File: src/rtl/vga_tile_engine.sv
// vga_tile_engine
//   Tile-map VGA display engine. Free-running H/V counters produce the
//   raster position. The position is offset by a scroll value that is
//   latched once per frame, then used to fetch a tile index from the map
//   RAM and a colour from the tile-pattern RAM. Sync, data-enable, colour
//   and the frame/line strobes are all delayed to leave on the same edge,
//   five clocks after the counter state they describe.
//
// Ports
//   clk          pixel clock
//   rst          asynchronous reset, active low
//   scroll_x/y   scroll offset in pixels, sampled at each frame boundary
//   map_addr     map RAM address {tile_row, tile_col}
//   map_data     map RAM read data (one-edge latency)
//   pix_addr     pattern RAM address {tile_id, ty, tx}
//   pix_data     pattern RAM read data (one-edge latency)
//   hsync/vsync  sync outputs, active level SYNC_POL
//   de           active-video enable
//   rgb          pixel colour, 0 outside active video
//   frame_start  strobe with pixel (0,0)
//   line_start   strobe with pixel (0,v) of every active line
module vga_tile_engine #(
  parameter int H_ACTIVE   = 640,
  parameter int H_FP       = 16,
  parameter int H_SYNC     = 96,
  parameter int H_BP       = 48,
  parameter int V_ACTIVE   = 480,
  parameter int V_FP       = 10,
  parameter int V_SYNC     = 2,
  parameter int V_BP       = 33,
  parameter bit SYNC_POL   = 1'b0,
  parameter int TILE_LOG2  = 4,
  parameter int MAP_W_LOG2 = 6,
  parameter int MAP_H_LOG2 = 5,
  parameter int TILE_ID_W  = 6,
  parameter int COLOR_W    = 6
) (
  input  logic                                 clk,
  input  logic                                 rst,
  input  logic [MAP_W_LOG2+TILE_LOG2-1:0]      scroll_x,
  input  logic [MAP_H_LOG2+TILE_LOG2-1:0]      scroll_y,
  output logic [MAP_H_LOG2+MAP_W_LOG2-1:0]     map_addr,
  input  logic [TILE_ID_W-1:0]                 map_data,
  output logic [TILE_ID_W+2*TILE_LOG2-1:0]     pix_addr,
  input  logic [COLOR_W-1:0]                   pix_data,
  output logic                                 hsync,
  output logic                                 vsync,
  output logic                                 de,
  output logic [COLOR_W-1:0]                   rgb,
  output logic                                 frame_start,
  output logic                                 line_start
);

  localparam int H_TOTAL = H_ACTIVE + H_FP + H_SYNC + H_BP;
  localparam int V_TOTAL = V_ACTIVE + V_FP + V_SYNC + V_BP;
  localparam int HW      = $clog2(H_TOTAL);
  localparam int VW      = $clog2(V_TOTAL);
  localparam int XW      = MAP_W_LOG2 + TILE_LOG2;
  localparam int YW      = MAP_H_LOG2 + TILE_LOG2;

  localparam logic [HW-1:0] H_LAST = HW'(H_TOTAL - 1);
  localparam logic [HW-1:0] H_ACT  = HW'(H_ACTIVE);
  localparam logic [HW-1:0] HS_BEG = HW'(H_ACTIVE + H_FP);
  localparam logic [HW-1:0] HS_END = HW'(H_ACTIVE + H_FP + H_SYNC - 1);
  localparam logic [VW-1:0] V_LAST = VW'(V_TOTAL - 1);
  localparam logic [VW-1:0] V_ACT  = VW'(V_ACTIVE);
  localparam logic [VW-1:0] VS_BEG = VW'(V_ACTIVE + V_FP);
  localparam logic [VW-1:0] VS_END = VW'(V_ACTIVE + V_FP + V_SYNC - 1);

  // Map an internal "sync asserted" flag to the pin level.
  function automatic logic sync_level(input logic asserted);
    return asserted ? SYNC_POL : !SYNC_POL;
  endfunction

  logic [HW-1:0]        h_p0;
  logic [VW-1:0]        v_p0;
  logic [XW-1:0]        sx_l;
  logic [YW-1:0]        sy_l;
  logic [XW-1:0]        px_p0;
  logic [YW-1:0]        py_p0;
  logic                 vld_p0;
  logic [3:0]           flg_p0;   // {hs, vs, frame_start, line_start}
  logic                 h_last;
  logic                 v_last;

  logic [TILE_LOG2-1:0] ty_p1, tx_p1, ty_p2, tx_p2;
  logic                 vld_p1, vld_p2, vld_p3, vld_p4;
  logic [3:0]           flg_p1, flg_p2, flg_p3, flg_p4;

  assign h_last = (h_p0 == H_LAST);
  assign v_last = (v_p0 == V_LAST);

  // Truncating adds give map wrap-around for free; truncating h first is
  // harmless because the result is taken modulo 2^XW anyway.
  assign px_p0  = XW'(h_p0) + sx_l;
  assign py_p0  = YW'(v_p0) + sy_l;

  assign vld_p0 = (h_p0 < H_ACT) && (v_p0 < V_ACT);
  assign flg_p0 = {(h_p0 >= HS_BEG) && (h_p0 <= HS_END),
                   (v_p0 >= VS_BEG) && (v_p0 <= VS_END),
                   (h_p0 == '0) && (v_p0 == '0),
                   (h_p0 == '0) && (v_p0 < V_ACT)};

  // Stage 0: raster counters and per-frame scroll latch
  always_ff @(posedge clk or negedge rst) begin
    if (!rst) begin
      h_p0 <= '0;
      v_p0 <= '0;
      sx_l <= '0;
      sy_l <= '0;
    end else if (h_last) begin
      h_p0 <= '0;
      if (v_last) begin
        v_p0 <= '0;
        sx_l <= scroll_x;
        sy_l <= scroll_y;
      end else begin
        v_p0 <= v_p0 + VW'(1);
      end
    end else begin
      h_p0 <= h_p0 + HW'(1);
    end
  end

  always_ff @(posedge clk or negedge rst) begin
    if (!rst) begin
      map_addr    <= '0;
      ty_p1       <= '0;
      tx_p1       <= '0;
      vld_p1      <= 1'b0;
      flg_p1      <= '0;
      ty_p2       <= '0;
      tx_p2       <= '0;
      vld_p2      <= 1'b0;
      flg_p2      <= '0;
      pix_addr    <= '0;
      vld_p3      <= 1'b0;
      flg_p3      <= '0;
      vld_p4      <= 1'b0;
      flg_p4      <= '0;
      rgb         <= '0;
      de          <= 1'b0;
      hsync       <= sync_level(1'b0);
      vsync       <= sync_level(1'b0);
      frame_start <= 1'b0;
      line_start  <= 1'b0;
    end else begin
      // Stage 1: map address issued
      map_addr    <= {py_p0[YW-1:TILE_LOG2], px_p0[XW-1:TILE_LOG2]};
      ty_p1       <= py_p0[TILE_LOG2-1:0];
      tx_p1       <= px_p0[TILE_LOG2-1:0];
      vld_p1      <= vld_p0;
      flg_p1      <= flg_p0;
      // Stage 2: map RAM read in flight
      ty_p2       <= ty_p1;
      tx_p2       <= tx_p1;
      vld_p2      <= vld_p1;
      flg_p2      <= flg_p1;
      // Stage 3: pattern address issued
      pix_addr    <= {map_data, ty_p2, tx_p2};
      vld_p3      <= vld_p2;
      flg_p3      <= flg_p2;
      // Stage 4: pattern RAM read in flight
      vld_p4      <= vld_p3;
      flg_p4      <= flg_p3;
      // Stage 5: aligned outputs
      rgb         <= vld_p4 ? pix_data : '0;
      de          <= vld_p4;
      hsync       <= sync_level(flg_p4[3]);
      vsync       <= sync_level(flg_p4[2]);
      frame_start <= flg_p4[1];
      line_start  <= flg_p4[0];
    end
  end

endmodule

File: config.mk
export PLATFORM = sky130hd
export DESIGN_NAME = vga_tile_engine
export DESIGN_NICKNAME = d
export VERILOG_FILES = /design/src/rtl/vga_tile_engine.sv
export SDC_FILE = /design/constraint.sdc
export NUM_CORES = 1
export LEC_CHECK = 0
export ABC_AREA = 1
export CORE_ASPECT_RATIO = 0.9
export CORE_MARGIN = 3
export CORE_UTILIZATION = 55
export CTS_BUF_LIST = sky130_fd_sc_hd__clkbuf_4
export DETAILED_ROUTE_END_ITERATION = 8
export GPL_ROUTABILITY_DRIVEN = 1
export HOLD_SLACK_MARGIN = 0.15
export PLACE_DENSITY = 0.81
export SYNTH_ARGS = -nofsm -noshare
export SYNTH_HDL_FRONTEND = slang
export SYNTH_SLANG_ARGS = --single-unit
File: constraint.sdc
create_clock -name clk -period 4 [get_ports clk]
set_clock_uncertainty 0.15 [all_clocks]
set_input_delay 0.4 -clock clk [delete_from_list [all_inputs] [get_ports clk]]
set_output_delay 0.4 -clock clk [all_outputs]
set_load 0.02 [all_outputs]
# After elaboration in Yosys (flattened, before gate mapping)
# Index checks and enable logic that the tools add are counted.
# word_totals
reg_bits	111
input_bits	33
output_inout_bits	36
word_cells	49
# classes
n_addsub	4
order_cmp	6
eq_ne	2
muxes	5
reduce_logical	8
# ops
op	count
10-bit by 1-bit adder with 10-bit output (second input constant)	2
10-bit == test (second input constant)	2
10-bit zero test	2
10-bit two-way mux	2
10-bit adder	1
10-bit >= comparator (second input constant)	1
10-bit by 9-bit >= comparator with 1-bit output (second input constant)	1
10-bit less-or-equal comparator (second input constant)	1
10-bit by 9-bit less-or-equal comparator with 1-bit output (second input constant)	1
10-bit less-than comparator (second input constant)	1
10-bit by 9-bit less-than comparator with 1-bit output (second input constant)	1
9-bit adder	1
6-bit two-way mux	1
1-bit logical AND	5
1-bit two-way mux	2
2-bit AND reduction	1

# Logic depth before layout (Yosys ltp)
# Gate-level depths: netlist of run 1.
# depth
word_depth	2
depth_mapped	9
depth_no_buf	9

# Worst setup path before layout of run 1
# No wires, ideal clock.
# synth_path
path_kind	reg2reg
startpoint	register h_p0[0]
endpoint	register map_addr[4]
setup_ps	117
arrival_ps	1581
required_time_ps	3733
setup_slack_ps	2152
path_stages_with_launch	8
n_path_buf	0
synth_period_minus_slack_ps	1848
cell_sequence	dfrtp_1 ha_1 inv_1 fa_1 o21ai_0 nand3_1 nand3_1 nand2_1
# synth_between
elab_chain_len	1
# synth_lines
item	line_no	text
start: declaration	75	logic [HW-1:0] h_p0;
start signal: assignment	121	h_p0 <= h_p0 + HW'(1);
10-bit adder	95	assign px_p0 = XW'(h_p0) + sx_l;
named net px_p0[8]	79	logic [XW-1:0] px_p0;
end signal: assignment	149	map_addr <= {py_p0[YW-1:TILE_LOG2], px_p0[XW-1:TILE_LOG2]};
end: declaration	42	output logic [MAP_H_LOG2+MAP_W_LOG2-1:0] map_addr,
# The timed path passes the listed nets, and every way through them passes these cells.
# A chain may end at the register's enable or synchronous reset.

# Worst setup path in the final report of run 1
# layout_path
startpoint	register v_p0[1]
endpoint	register sx_l[1]
# layout_between
elab_chain_len	2
# layout_lines
item	line_no	text
start: declaration	76	logic [VW-1:0] v_p0;
start signal: assignment	118	v_p0 <= v_p0 + VW'(1);
10-bit == test	91	assign v_last = (v_p0 == V_LAST);
2-bit AND reduction (no line)	n/a	
end signal: assignment	115	sx_l <= scroll_x;
end: declaration	77	logic [XW-1:0] sx_l;
# No other way between the ends.

==> results of run 1 <==
==> sequential cells by signal (all words and copies together) (netlist names), 4 cells and up <==
register,cells
flg_p2,4
map_addr,11
ty_p2,4
pix_addr,14
h_p0,10
tx_p2,4
v_p0,10
ty_p1,4
flg_p3,4
rgb,6
tx_p1,4
flg_p1,4
sx_l,10
flg_p4,4
sy_l,9
==> how the worst max path moves through the flow <==
| stage | startpoint | endpoint | slack (ns) | cells after the start |
|---|---|---|---|---|
| final | v_p0[1] | sx_l[1] | 1.78 | 8 |
| after global routing | v_p0[0] | sy_l[2] | 1.57 | 8 |
| after CTS | v_p0[1] | sx_l[0] | 1.78 | 8 |
| after detailed placement | v_p0[1] | sx_l[0] | 1.79 | 8 |
| after global placement | v_p0[1] | sx_l[1] | 1.91 | 8 |
| after floorplan | h_p0[0] | map_addr[4] | 2.15 | 7 |
==> per-stage QoR <==
stage	setup WS, ns	hold WS (ns)	std cells	cell area [µm²]	total power (µW)
2_1_floorplan	2.15	-0.0456	466	4690	1160
3_3_place_gp	1.91	0.182	643	5460	1230
3_5_place_dp	1.79	0.185	643	5460	1230
4_1_cts	1.78	0.165	659	5590	1740
5_1_grt	1.57	0.152	662	5620	1790
6_report	1.78	0.202	662	5620	1710
==> cell usage in the layout, fill, tap and decap left out, types with 3 or more instances in the layout <==
master                            netlist  routed
sky130_fd_sc_hd__dlygate4sd3_1          0       4
sky130_fd_sc_hd__ha_1                  22      22
sky130_fd_sc_hd__nor3_1                 7       7
sky130_fd_sc_hd__xor2_1                18      18
sky130_fd_sc_hd__xnor2_1                3       3
sky130_fd_sc_hd__clkdlybuf4s50_1        0      67
sky130_fd_sc_hd__nand3_1               28      28
sky130_fd_sc_hd__o21ai_0               30      30
sky130_fd_sc_hd__a21oi_1               12      12
sky130_fd_sc_hd__clkinvlp_4             0       3
sky130_fd_sc_hd__nor2_1                33      33
sky130_fd_sc_hd__o21bai_1               3       3
sky130_fd_sc_hd__clkbuf_4               0       9
sky130_fd_sc_hd__nand4_1                5       5
sky130_fd_sc_hd__inv_1                 53      53
sky130_fd_sc_hd__buf_4                  1       3
sky130_fd_sc_hd__dfrtp_1              109     109
sky130_fd_sc_hd__nand2_1              118     118
==> Yosys cell counts <==
cell,number,share of area [%]
sky130_fd_sc_hd__xor2_1,18,3.4
sky130_fd_sc_hd__nand3b_1,1,0.16
sky130_fd_sc_hd__nor2_1,33,2.6
sky130_fd_sc_hd__clkbuf_1,2,0.16
sky130_fd_sc_hd__nor3_1,7,0.75
sky130_fd_sc_hd__nor2_4,1,0.24
sky130_fd_sc_hd__nand2_2,1,0.13
sky130_fd_sc_hd__buf_4,1,0.16
sky130_fd_sc_hd__o21bai_1,3,0.48
sky130_fd_sc_hd__dfstp_2,2,1.1
sky130_fd_sc_hd__o21ai_0,30,3.2
sky130_fd_sc_hd__buf_6,5,1.2
sky130_fd_sc_hd__a21oi_1,12,1.3
sky130_fd_sc_hd__fa_1,2,0.85
sky130_fd_sc_hd__nor2_8,1,0.43
sky130_fd_sc_hd__dfrtp_1,109,58
sky130_fd_sc_hd__ha_1,22,5.9
sky130_fd_sc_hd__nand4_1,5,0.67
sky130_fd_sc_hd__xnor2_1,3,0.56
sky130_fd_sc_hd__a21o_1,2,0.32
sky130_fd_sc_hd__nand3_1,28,3.0
sky130_fd_sc_hd__inv_1,53,4.2
sky130_fd_sc_hd__inv_2,1,0.080
sky130_fd_sc_hd__nand4_4,2,0.91
sky130_fd_sc_hd__or2_2,1,0.13
sky130_fd_sc_hd__nand2_1,118,9.4
sky130_fd_sc_hd__o21ai_2,1,0.19
sky130_fd_sc_hd__nor4_1,2,0.27
==> worst max-delay path, cell delays in order (launching register included) <==
cell	delay, ns
sky130_fd_sc_hd__dfrtp_1	0.51
sky130_fd_sc_hd__inv_1	0.12
sky130_fd_sc_hd__ha_1	0.17
sky130_fd_sc_hd__inv_1	0.04
sky130_fd_sc_hd__nor2_1	0.19
sky130_fd_sc_hd__nand4_4	0.33
sky130_fd_sc_hd__nor2_4	0.48
sky130_fd_sc_hd__nand2_1	0.12
sky130_fd_sc_hd__o21ai_2	0.07
==> where the power goes <==
group          internal [µW]  switching [µW]  leakage [µW]  total, µW
Combinational           42.0            38.1       0.00132       80.1
Clock                    135             366     0.0000585        502
Sequential              1130            1.50       0.00123       1130
Total                   1310             406       0.00261       1710
==> layout make-up <==
cell class / count / area (µm²) / share of cell area (%)
flip-flops and latches: 111 / 2780 / 49.5
multi-input cells: 293 / 1640 / 29.1
repair buffers: 74 / 733 / 13.1
inverters: 54 / 203 / 3.61
well taps: 115 / 144 / 2.56
clock buffers: 9 / 67.6 / 1.20
clock inverters: 6 / 53.8 / 0.958
==> repair_timing <==
action | 4_1_cts | 5_1_grt
buffers inserted | 0 | 0
hold buffers | 1 | 3
endpoints found under the setup margin | 0 | 0
endpoints found under the hold margin | 56 | 3
==> per-layer routing <==
layer  global-route usage [%]  part of all wire, %
met5                        0                    0
met4                     7.44                  1.3
met3                     4.10                  4.9
met2                     28.3                   46
met1                     27.2                   48
==> kinds of logic after synthesis <==
| kind of cell | share of synthesized area, % |
|---|---|
| XOR/XNOR | 3.92 |
| AO/OA/AOI/OAI | 5.47 |
| AND/OR/NAND/NOR | 18.8 |
| flip-flops | 59.3 |
| buffers and inverters | 5.84 |
| adder cells (fa/ha/maj) | 6.72 |
==> run metrics, run 1 <==
global route total overflow=0; buffers added on ports=68; Placer Congestion=0.858; required time of the worst setup path=4.25 ns; sum of negative setup slack=0 ns; maximum clock rate=0.451 GHz; pwr/cell area=305 mW/mm²; number of sinks driven by the clock tree=111; antenna diode instance count=0; hold wc startpoint=flg_p3[1]; DRC violation count after routing=0; final-report hold violation count=0; Worst Reg2Reg Path Length in Cells=8; final critical delay including setup and external delays=2.22 ns; instance count of the mapped netlist=466; Tightest Pin Transition=0.718 ns; share of the core filled with cells in the final layout=68.6%; HPWL Detailed=6.15 mm; synthesized flop and latch total=111; die boundary width=103 µm; total standard cell area after synthesis=0.00469 mm²; area growth from synthesis to layout=19.8%; net count after synthesis=523; maximum ir drop on the vdd rail=0.198 mV; number of warnings reported in the yosys synthesis log=0; number of vias in the routed layout=3249; number of different library cells in the post-synthesis netlist=28; first-pass GRT wire length=14.2 mm; Routed Antenna Nets=0; via count of the first global-routing pass=3088; TritonCTS clock tree=done; global-route usage over all layers=19.0%; clock insertion delay at the later pin of the skew report=0.45 ns; clk slew on worst S/H paths=0.17 ns; Vias/cell=4.91; leakage dissipation=0.00261 µW; relative max-transition margin=52.2%; Die Footprint=0.00967 mm²; class of the tightest hold or removal check=flip-flop to flip-flop; drt wl/cell=12.8 µm; DRC violation total after the first TritonRoute iteration=144; initial core utilization=57.3%; critical path fanouts, max=25; launching element type of the critical path=flip-flop; number of buffers on the longest clock path=2; filler instances=634; clock root buffer=sky130_fd_sc_hd__clkbuf_4; WHS Path Cells=0; Max-cap violations=0; cell row count=31; largest net degree at the start of global routing=61; critical path type=flip-flop to flip-flop; initial antenna violation count=0; wirelength, routed=8.46 mm; Worst R2R Setup Slack=1.78 ns; worst flop-to-flop path endpoint=sx_l[1]; floorplan die height=93.6 µm; number of clock buffers inserted by TritonCTS=9; crit path capture type=flip-flop; H-Tree Level Count=3; final-report max-slew violation count=0; share of final-layout standard cells stronger than drive strength 1=5.12%; number of nets in the finished design=600; quantity of gates resized following cts=0; Synth Area per Inst=10.1 µm²; first-pass iteration count of the detailed router=4; # IOs=69; post-route clock period utilization=55.5%; final setup violation count=0; core outline area=0.00818 mm²; result of the run=finished, final reports clean; sequential-to-total area share from yosys stat=59.3%; launch point of the worst reg-to-reg path=v_p0[1]; Hold Path End=flg_p4[1]; CP arrival=2.47 ns; RSZ-0062 raised after global routing=false
No activity file was read; power rests on OpenSTA's default activity.
==> run 2, diff against run 1 <==
==> constraint.sdc (replaced) <==
create_clock -name clk -period 2.1 [get_ports clk]
set_clock_uncertainty 0.15 [all_clocks]
set_input_delay 0.21 -clock clk [delete_from_list [all_inputs] [get_ports clk]]
set_output_delay 0.21 -clock clk [all_outputs]
set_load 0.02 [all_outputs]
==> run 2 against run 1 <==
  * Worst hold slack got worse by 0.0074 ns
  * Sequential power increased by 90%
  * Via count is 4.1% higher
  * Wire length up 5.2%
  * Cell area increased by 6.1%
  * Register-to-register slack worse by 1.6 ns
  * Clock power grew 100%
  * Die area unchanged
  * Critical endpoint is now map_addr[2]
  * Largest power group unchanged
==> run metrics, run 2 (synthesis results as in run 1) <==
flip-flop count of the largest register after layout=14; relative max-transition margin=62.9%; H-Tree Level Count=3; antenna diode instance count=0; HPWL Detailed=6.11 mm; busiest layer in global routing=met2; leakage dissipation=0.00277 µW; top register by number of flip-flops=pix_addr; leading cell type in the layout, fill and taps excluded=sky130_fd_sc_hd__nand2_1; DRC violation count after routing=0; global routing met2 resource utilization=33.8%; global-route met3 utilization=4.77%; Die Footprint=0.00967 mm²; Setup WS pre-CTS=0.0588 ns; Tightest Pin Transition=0.556 ns; wirelength, routed=8.90 mm; crit path capture type=flip-flop; global-route usage over all layers=19.9%; critical path fanouts, max=6; cell row count=31; via count of the first global-routing pass=3300; floorplan die height=93.6 µm; Max-cap violations=0; largest net degree at the start of global routing=112; Vias/cell=4.87; final instance area=0.00596 mm²; DRC violation total after the first TritonRoute iteration=134; drt wl/cell=12.8 µm; top library cells by usage in the layout, fill and taps aside=sky130_fd_sc_hd__nand2_1 (118), sky130_fd_sc_hd__dfrtp_1 (109), sky130_fd_sc_hd__clkdlybuf4s50_1 (67); cell area after placement=0.00550 mm²; Placer Congestion=0.839; share of the core filled with cells in the final layout=72.8%; RSZ-0062 raised after global routing=false; launching element type of the critical path=flip-flop; Largest regs=pix_addr x14, map_addr x11; final-report max-slew violation count=0; worst flop-to-flop path endpoint=map_addr[2]; first-pass GRT wire length=15.2 mm; filler instances=575; number of sinks driven by the clock tree=111; clock root buffer=sky130_fd_sc_hd__clkbuf_4; clock insertion delay at the later pin of the skew report=0.46 ns; launch point of the worst reg-to-reg path=h_p0[0]; final-report hold violation count=0; global route total overflow=0; maximum clock rate=0.511 GHz; result of the run=finished, final reports clean; initial core utilization=57.3%; met1 Usage GRT=26.4%; core outline area=0.00818 mm²; required time of the worst setup path=2.36 ns; Worst R2R Setup Slack=0.14 ns; setup slack after layout=0.143 ns; maximum ir drop on the vdd rail=0.358 mV; critical path type=flip-flop to flip-flop; buffers added on ports=68; final critical delay including setup and external delays=1.96 ns; class of the tightest hold or removal check=input pin to async pin; pwr/cell area=566 mW/mm²; area growth from synthesis to layout=27.1%; sum of negative setup slack=0 ns; number of clock buffers inserted by TritonCTS=9; number of nets in the finished design=631; Routed Antenna Nets=0; share of final-layout standard cells stronger than drive strength 1=5.53%; clk slew on worst S/H paths=0.17 ns; post-route clock period utilization=93.2%; first-pass iteration count of the detailed router=5; Worst Reg2Reg Path Length in Cells=7; number of buffers on the longest clock path=2; number of vias in the routed layout=3381; initial antenna violation count=0; TritonCTS clock tree=done; die boundary width=103 µm; CP arrival=2.22 ns; final setup violation count=0; # IOs=69
-- run 2: critical path, stage by stage, from the launching register on --
cell                      delay, ns
sky130_fd_sc_hd__dfrtp_1       0.47
sky130_fd_sc_hd__ha_1          0.23
sky130_fd_sc_hd__inv_1         0.07
sky130_fd_sc_hd__fa_1          0.40
sky130_fd_sc_hd__o21ai_1       0.27
sky130_fd_sc_hd__nand2_1       0.11
sky130_fd_sc_hd__a21o_1        0.17
sky130_fd_sc_hd__nand2_1       0.05
-- run 2: through the flow --
step / hold WS [ns] / cells / power, µW
4_1_cts: 0.213 / 694 / 3410
5_1_grt: 0.218 / 694 / 3500
3_5_place_dp: 0.180 / 646 / 2340
2_1_floorplan: -0.236 / 466 / 2210
3_3_place_gp: 0.172 / 646 / 2340
6_report: 0.194 / 694 / 3370
-- run 2: worst max path at each step --
stage,end,startpoint,slack (ns),cells past startpoint
after floorplan,map_addr[4],h_p0[0],0.25,7
after global placement,map_addr[4],h_p0[0],0.11,7
after detailed placement,map_addr[4],h_p0[0],0.06,7
after CTS,map_addr[4],h_p0[0],0.04,7
after global routing,map_addr[4],h_p0[0],0.02,8
final,map_addr[2],h_p0[0],0.14,7
-- run 2: where the power goes --
| part | switching, µW | total (µW) | leakage, µW | internal [µW] |
|---|---|---|---|---|
| Sequential | 2.95 | 2150 | 0.00123 | 2150 |
| Combinational | 80.2 | 196 | 0.00146 | 115 |
| Clock | 740 | 1020 | 0.0000733 | 282 |
| Total | 823 | 3370 | 0.00277 | 2550 |
-- run 2: area by class of cell --
| class | instances | area [µm²] | share of cell area (%) |
|---|---|---|---|
| clock buffers | 9 | 67.6 | 1.13 |
| clock inverters | 7 | 67.6 | 1.13 |
| inverters | 54 | 203 | 3.40 |
| multi-input cells | 293 | 1640 | 27.4 |
| flip-flops and latches | 111 | 2780 | 46.7 |
| well taps | 115 | 144 | 2.41 |
| repair buffers | 105 | 1060 | 17.8 |
-- run 2: timing repair --
action                                  in CTS  in global routing
buffers inserted                             0                  0
endpoints found under the setup margin       0                  2
resized for setup                            0                  1
endpoints found under the hold margin      142                  0
hold buffers                                32                  0
-- run 2: routing by layer --
metal	wire [µm]	part of all wire, %
met5	0	0
met4	85	0.96
met3	419	4.7
met2	4480	50
met1	3920	44
==> RTL change 1: new RTL, settings of run 2 <==
Set the parameter `TILE_ID_W` to 12 (it was 6).
--- a/src/rtl/vga_tile_engine.sv
+++ b/src/rtl/vga_tile_engine.sv
@@ -33,5 +33,5 @@
   parameter int MAP_W_LOG2 = 6,
   parameter int MAP_H_LOG2 = 5,
-  parameter int TILE_ID_W  = 6,
+  parameter int TILE_ID_W  = 12,
   parameter int COLOR_W    = 6
 ) (
Interface: changed (resized map_data and pix_addr); port bits go from 69 to 81. The function was not compared with the original's and may differ.
==> RTL change 1 against run 2 <==
Design area rose by 8.1%; sequential cell count rose by 6; routed wire length rose by 9.5%; critical path depth fell by 6; non-clock buffer count rose by 20; core utilization rose by 4.8 points; largest cell class unchanged; sequential power rose by 6%; synthesized area rose by 3.2%; power rose by 20%; setup slack got worse by 0.058 ns; synthesized cell count rose by 1.3%; highest routed layer unchanged; critical path type is now reg -> out; count of clock-buffer cells in the layout rose by 8.
==> RTL change 1: results (changes against run 2) <==
Route
  • Metal3 WL: 562 um (was 419 um)
  • Via/cell ratio: 4.98 (was 4.87)
  • Met2 WL: 4.80 mm (was 4.48 mm)
  • DR iter-0 viols: 176 (was 134)
  • Drt total wl: 9.74 mm (was 8.90 mm)

Clock network
  • Clk Latency, worst-skew pair: 0.51 ns (was 0.46 ns)
  • CTS Buf Count: 17 (was 9)
  • Hold Buf Count CTS: 38 (was 32)
  • CTS H-tree lvls: 4 (was 3)

GRT
  • Global-route usage over all layers: 0.215 (was 0.199)
  • M1 GR Usage: 0.272 (was 0.264)
  • Met3 usage: 0.0622 (was 0.0477)

Pwr
  • Peak supply drop: 0.000405 V (was 0.000358 V)
  • Flop pwr share: 0.560 (was 0.639)
  • Comb. pwr: 0.000239 W (was 0.000196 W)

Cells and area
  • Layout cells sized above 1: 0.0805 (was 0.0553)

Synthesis
  • Syn Nets: 535 (was 523)
  • Top-area cell type share of the netlist area: 0.595 (was 0.582)

Place
  • DP Area: 0.00579 mm^2 (was 0.00550 mm^2)
  • Post-DP HPWL: 6.29 mm (was 6.11 mm)
  • GPL Wtd Cong: 0.855 (was 0.839)

Critical path
  • Critical-path top delay cell: clkdlybuf4s50_1 (was dfrtp_1)
  • Largest delay share family, worst path: buffers and inverters (was adder cells)
  • Crit path max fanout: 1 (was 6)
  • Critical path launch point: hsync (was h_p0[0])

Status
  • Status: completed (unchanged)
## RTL change 1: area by class of cell
type | count | area [um^2] | area share
repair buffers | 125 | 1260 | 0.195
multi-input cells | 293 | 1640 | 0.254
clock inverters | 15 | 144 | 0.0223
well taps | 115 | 144 | 0.0223
inverters | 54 | 203 | 0.0315
clock buffers | 17 | 128 | 0.0198
flip-flops and latches | 117 | 2930 | 0.455
## RTL change 1: final timing paths
check,end,slack (ns),cells after the start
max,hsync,0.09,1
min,pix_addr[15],0.13,3
max reg2reg,map_addr[2],0.13,7
min reg2reg,vld_p3,0.20,0
max in group asynchronous,flg_p1[1],1.14,3
min in group clk,vld_p3,0.20,0
## RTL change 1: kinds of logic after synthesis
group / after synthesis / share of synthesized area
simple gates: 200 / 0.182
flops: 117 / 0.605
buf+inv: 62 / 0.0566
compound gates: 48 / 0.0530
fa+ha+maj: 24 / 0.0651
xor+xnor: 21 / 0.0380
==> RTL change 2: new RTL, settings of run 2 <==
Made on the original files. Reset style: synchronous (`rst`), changed in 2 clocked blocks. Comments in the files are not updated.
--- a/src/rtl/vga_tile_engine.sv
+++ b/src/rtl/vga_tile_engine.sv
@@ -103,5 +103,5 @@
 
   // Stage 0: raster counters and per-frame scroll latch
-  always_ff @(posedge clk or negedge rst) begin
+  always_ff @(posedge clk) begin
     if (!rst) begin
       h_p0 <= '0;
@@ -123,5 +123,5 @@
   end
 
-  always_ff @(posedge clk or negedge rst) begin
+  always_ff @(posedge clk) begin
     if (!rst) begin
       map_addr    <= '0;
Behaviour: differs if rst is asserted again (counterexample within 4 cycles, from zero or initial values and one cycle with rst low); with rst held inactive, the same outputs for 10 cycles.
==> RTL change 2 against run 2 <==
Design area down 3.7%; synthesized area down 0.37%; setup slack better by 0.075 ns; count of clock-buffer cells in the layout up 1; largest cell class unchanged; power down 0.37%; routed wire length up 3.1%; highest routed layer unchanged; sequential cell count unchanged; combinational power up 3%; largest power group unchanged; cell count up 19%.
==> RTL change 2: results (changes against run 2) <==
Min path
  • Worst hold path class: in -> reg (was in -> async)
  • Worst hold stages: 3

Clock network
  • CTS Buf Count: 9 (unchanged)
  • CTS H-tree lvls: 3 (unchanged)
  • Clk Latency, worst-skew pair: 0.44 ns (was 0.46 ns)
  • CTS resizes: 0 (unchanged)
  • Max clock buf depth: 2 (unchanged)
  • Hold Buf Count CTS: 14 (was 32)
  • Clock-pin slew on the worst setup and hold paths: 0.17 ns (about the same)

Place
  • Post-DP HPWL: 6.68 mm (was 6.11 mm)
  • DP Area: 0.00546 mm^2 (was 0.00550 mm^2)
  • Placed insts: 799 (was 646)
  • GPL Wtd Cong: 0.891 (was 0.839)
  • Number of port buffers: 68 (unchanged)
  • Dpl ws: 0.169 ns (was 0.0588 ns)

GRT
  • Global-route usage over all layers: 0.197 (was 0.199)
  • Vias in the first global route: 3,606 (was 3,300)
  • First-pass GRT wire length: 15.2 mm (about the same)
  • Initial antenna violation count: 0 (unchanged)
  • Largest net degree at the start of global routing: 69 (was 112)

Synthesis
  • Commonest register cell after synthesis: dfxtp_1 (was dfrtp_1)
  • Synth async-reset ratio: 0 (was 1.00)
  • Main area contributors after synthesis: dfxtp_1 (48%), nand2_1 (14%), inv_1 (9.6%), nor2_1 (7.1%), ha_1 (5.9%) (was dfrtp_1 (58%), nand2_1 (9.4%), ha_1 (5.9%), inv_1 (4.2%), xor2_1 (3.4%))
  • Cells after Synth: 641 (was 466)
  • Leading area contributor after synthesis: dfxtp_1 (was dfrtp_1)
  • Syn Nets: 698 (was 523)
  • Commonest cells post-synth: nand2_1 (172), inv_1 (120), dfxtp_1 (111) (was nand2_1 (118), dfrtp_1 (109), inv_1 (53))
  • Register area share after synthesis: 0.476 (was 0.593)

Pwr
  • Power Density: 585 mW/mm^2 (was 566 mW/mm^2)
  • LEAKAGE: 2.97 nW (was 2.77 nW)
  • Peak supply drop: 0.000393 V (was 0.000358 V)

Cells and area
  • Non-Filler Instances: 829 (was 694)
  • Layout net count: 782 (was 631)
  • Registers with the most flip-flops: pix_addr: 14 flops, map_addr: 11 flops (unchanged)
  • N_diodes: 0 (unchanged)
  • Layout cells sized above 1: 0.0562 (was 0.0553)
  • FILL cells: 668 (was 575)

Critical path
  • Critical Path Max Stage Delay: 0.44 ns (was 0.47 ns)
  • Crit path max fanout: 10 (was 6)
  • Critical-path top delay cell: dfxtp_1 (was dfrtp_1)
  • FF-to-FF path depth: 6 (was 7)
  • WP data arrival: 2.06 ns (was 2.22 ns)

Route
  • 1st-pass router iterations: 5 (unchanged)
  • Via count: 3,998 (was 3,381)
  • DR iter-0 viols: 236 (was 134)
  • Avg WL per Cell: 11.1 um (was 12.8 um)

Timing
  • Slew Viols, Final: 0 (unchanged)
  • Worst slew margin: 0.774 (was 0.629)

Status
  • Status: completed (unchanged)
-- RTL change 2: critical path, delay by kind of cell (launching register included) --
family                   cells  cell delay [ns]
adder cells (fa/ha/maj)      1             0.25
AND/OR/NAND/NOR              5             0.94
flip-flops                   1             0.44
-- RTL change 2: logic make-up (layout without fill, tap and decap cells) --
kind of cell | Yosys count | in the layout | share of synthesized area
compound gates | 42 | 42 | 0.0471
xor+xnor | 5 | 5 | 0.00938
fa+ha+maj | 24 | 24 | 0.0675
buf+inv | 135 | 224 | 0.112
flops | 111 | 111 | 0.476
simple gates | 324 | 324 | 0.288
-- RTL change 2: final timing paths --
check | startpoint | to | slack (ns)
setup / recovery | h_p0[1] | h_p0[3] | 0.22
hold / removal | scroll_y[5] | sy_l[5] | 0.18
hold reg to reg | flg_p4[2] | vsync | 0.24
setup reg to reg | h_p0[1] | h_p0[3] | 0.22
-- RTL change 2: power by group --
part,internal [W],switching [W],leakage (nW),total (W)
Sequential,0.00214,0.0000140,0.899,0.00215
Clock,0.000288,0.000716,0.0751,0.00100
Combinational,0.000110,0.0000913,1.99,0.000202
Total,0.00254,0.000821,2.97,0.00336
-- RTL change 2: routing by layer --
metal / GRT usage / routed length [um] / part of all wire / up-vias
met4: 0.0658 / 76 / 0.0083 / 0
met2: 0.329 / 4240 / 0.46 / 138
li1: - / - / - / 2090
met3: 0.0403 / 647 / 0.071 / 9
met1: 0.251 / 4210 / 0.46 / 1761
met5: 0 / 0 / 0 / -
-- RTL change 2: final cells by class --
cell class,instances,share of cell area
inverters,122,0.0798
well taps,99,0.0216
clock buffers,10,0.0131
multi-input cells,395,0.336
flip-flops and latches,111,0.388
clock inverters,6,0.0105
repair buffers,86,0.152
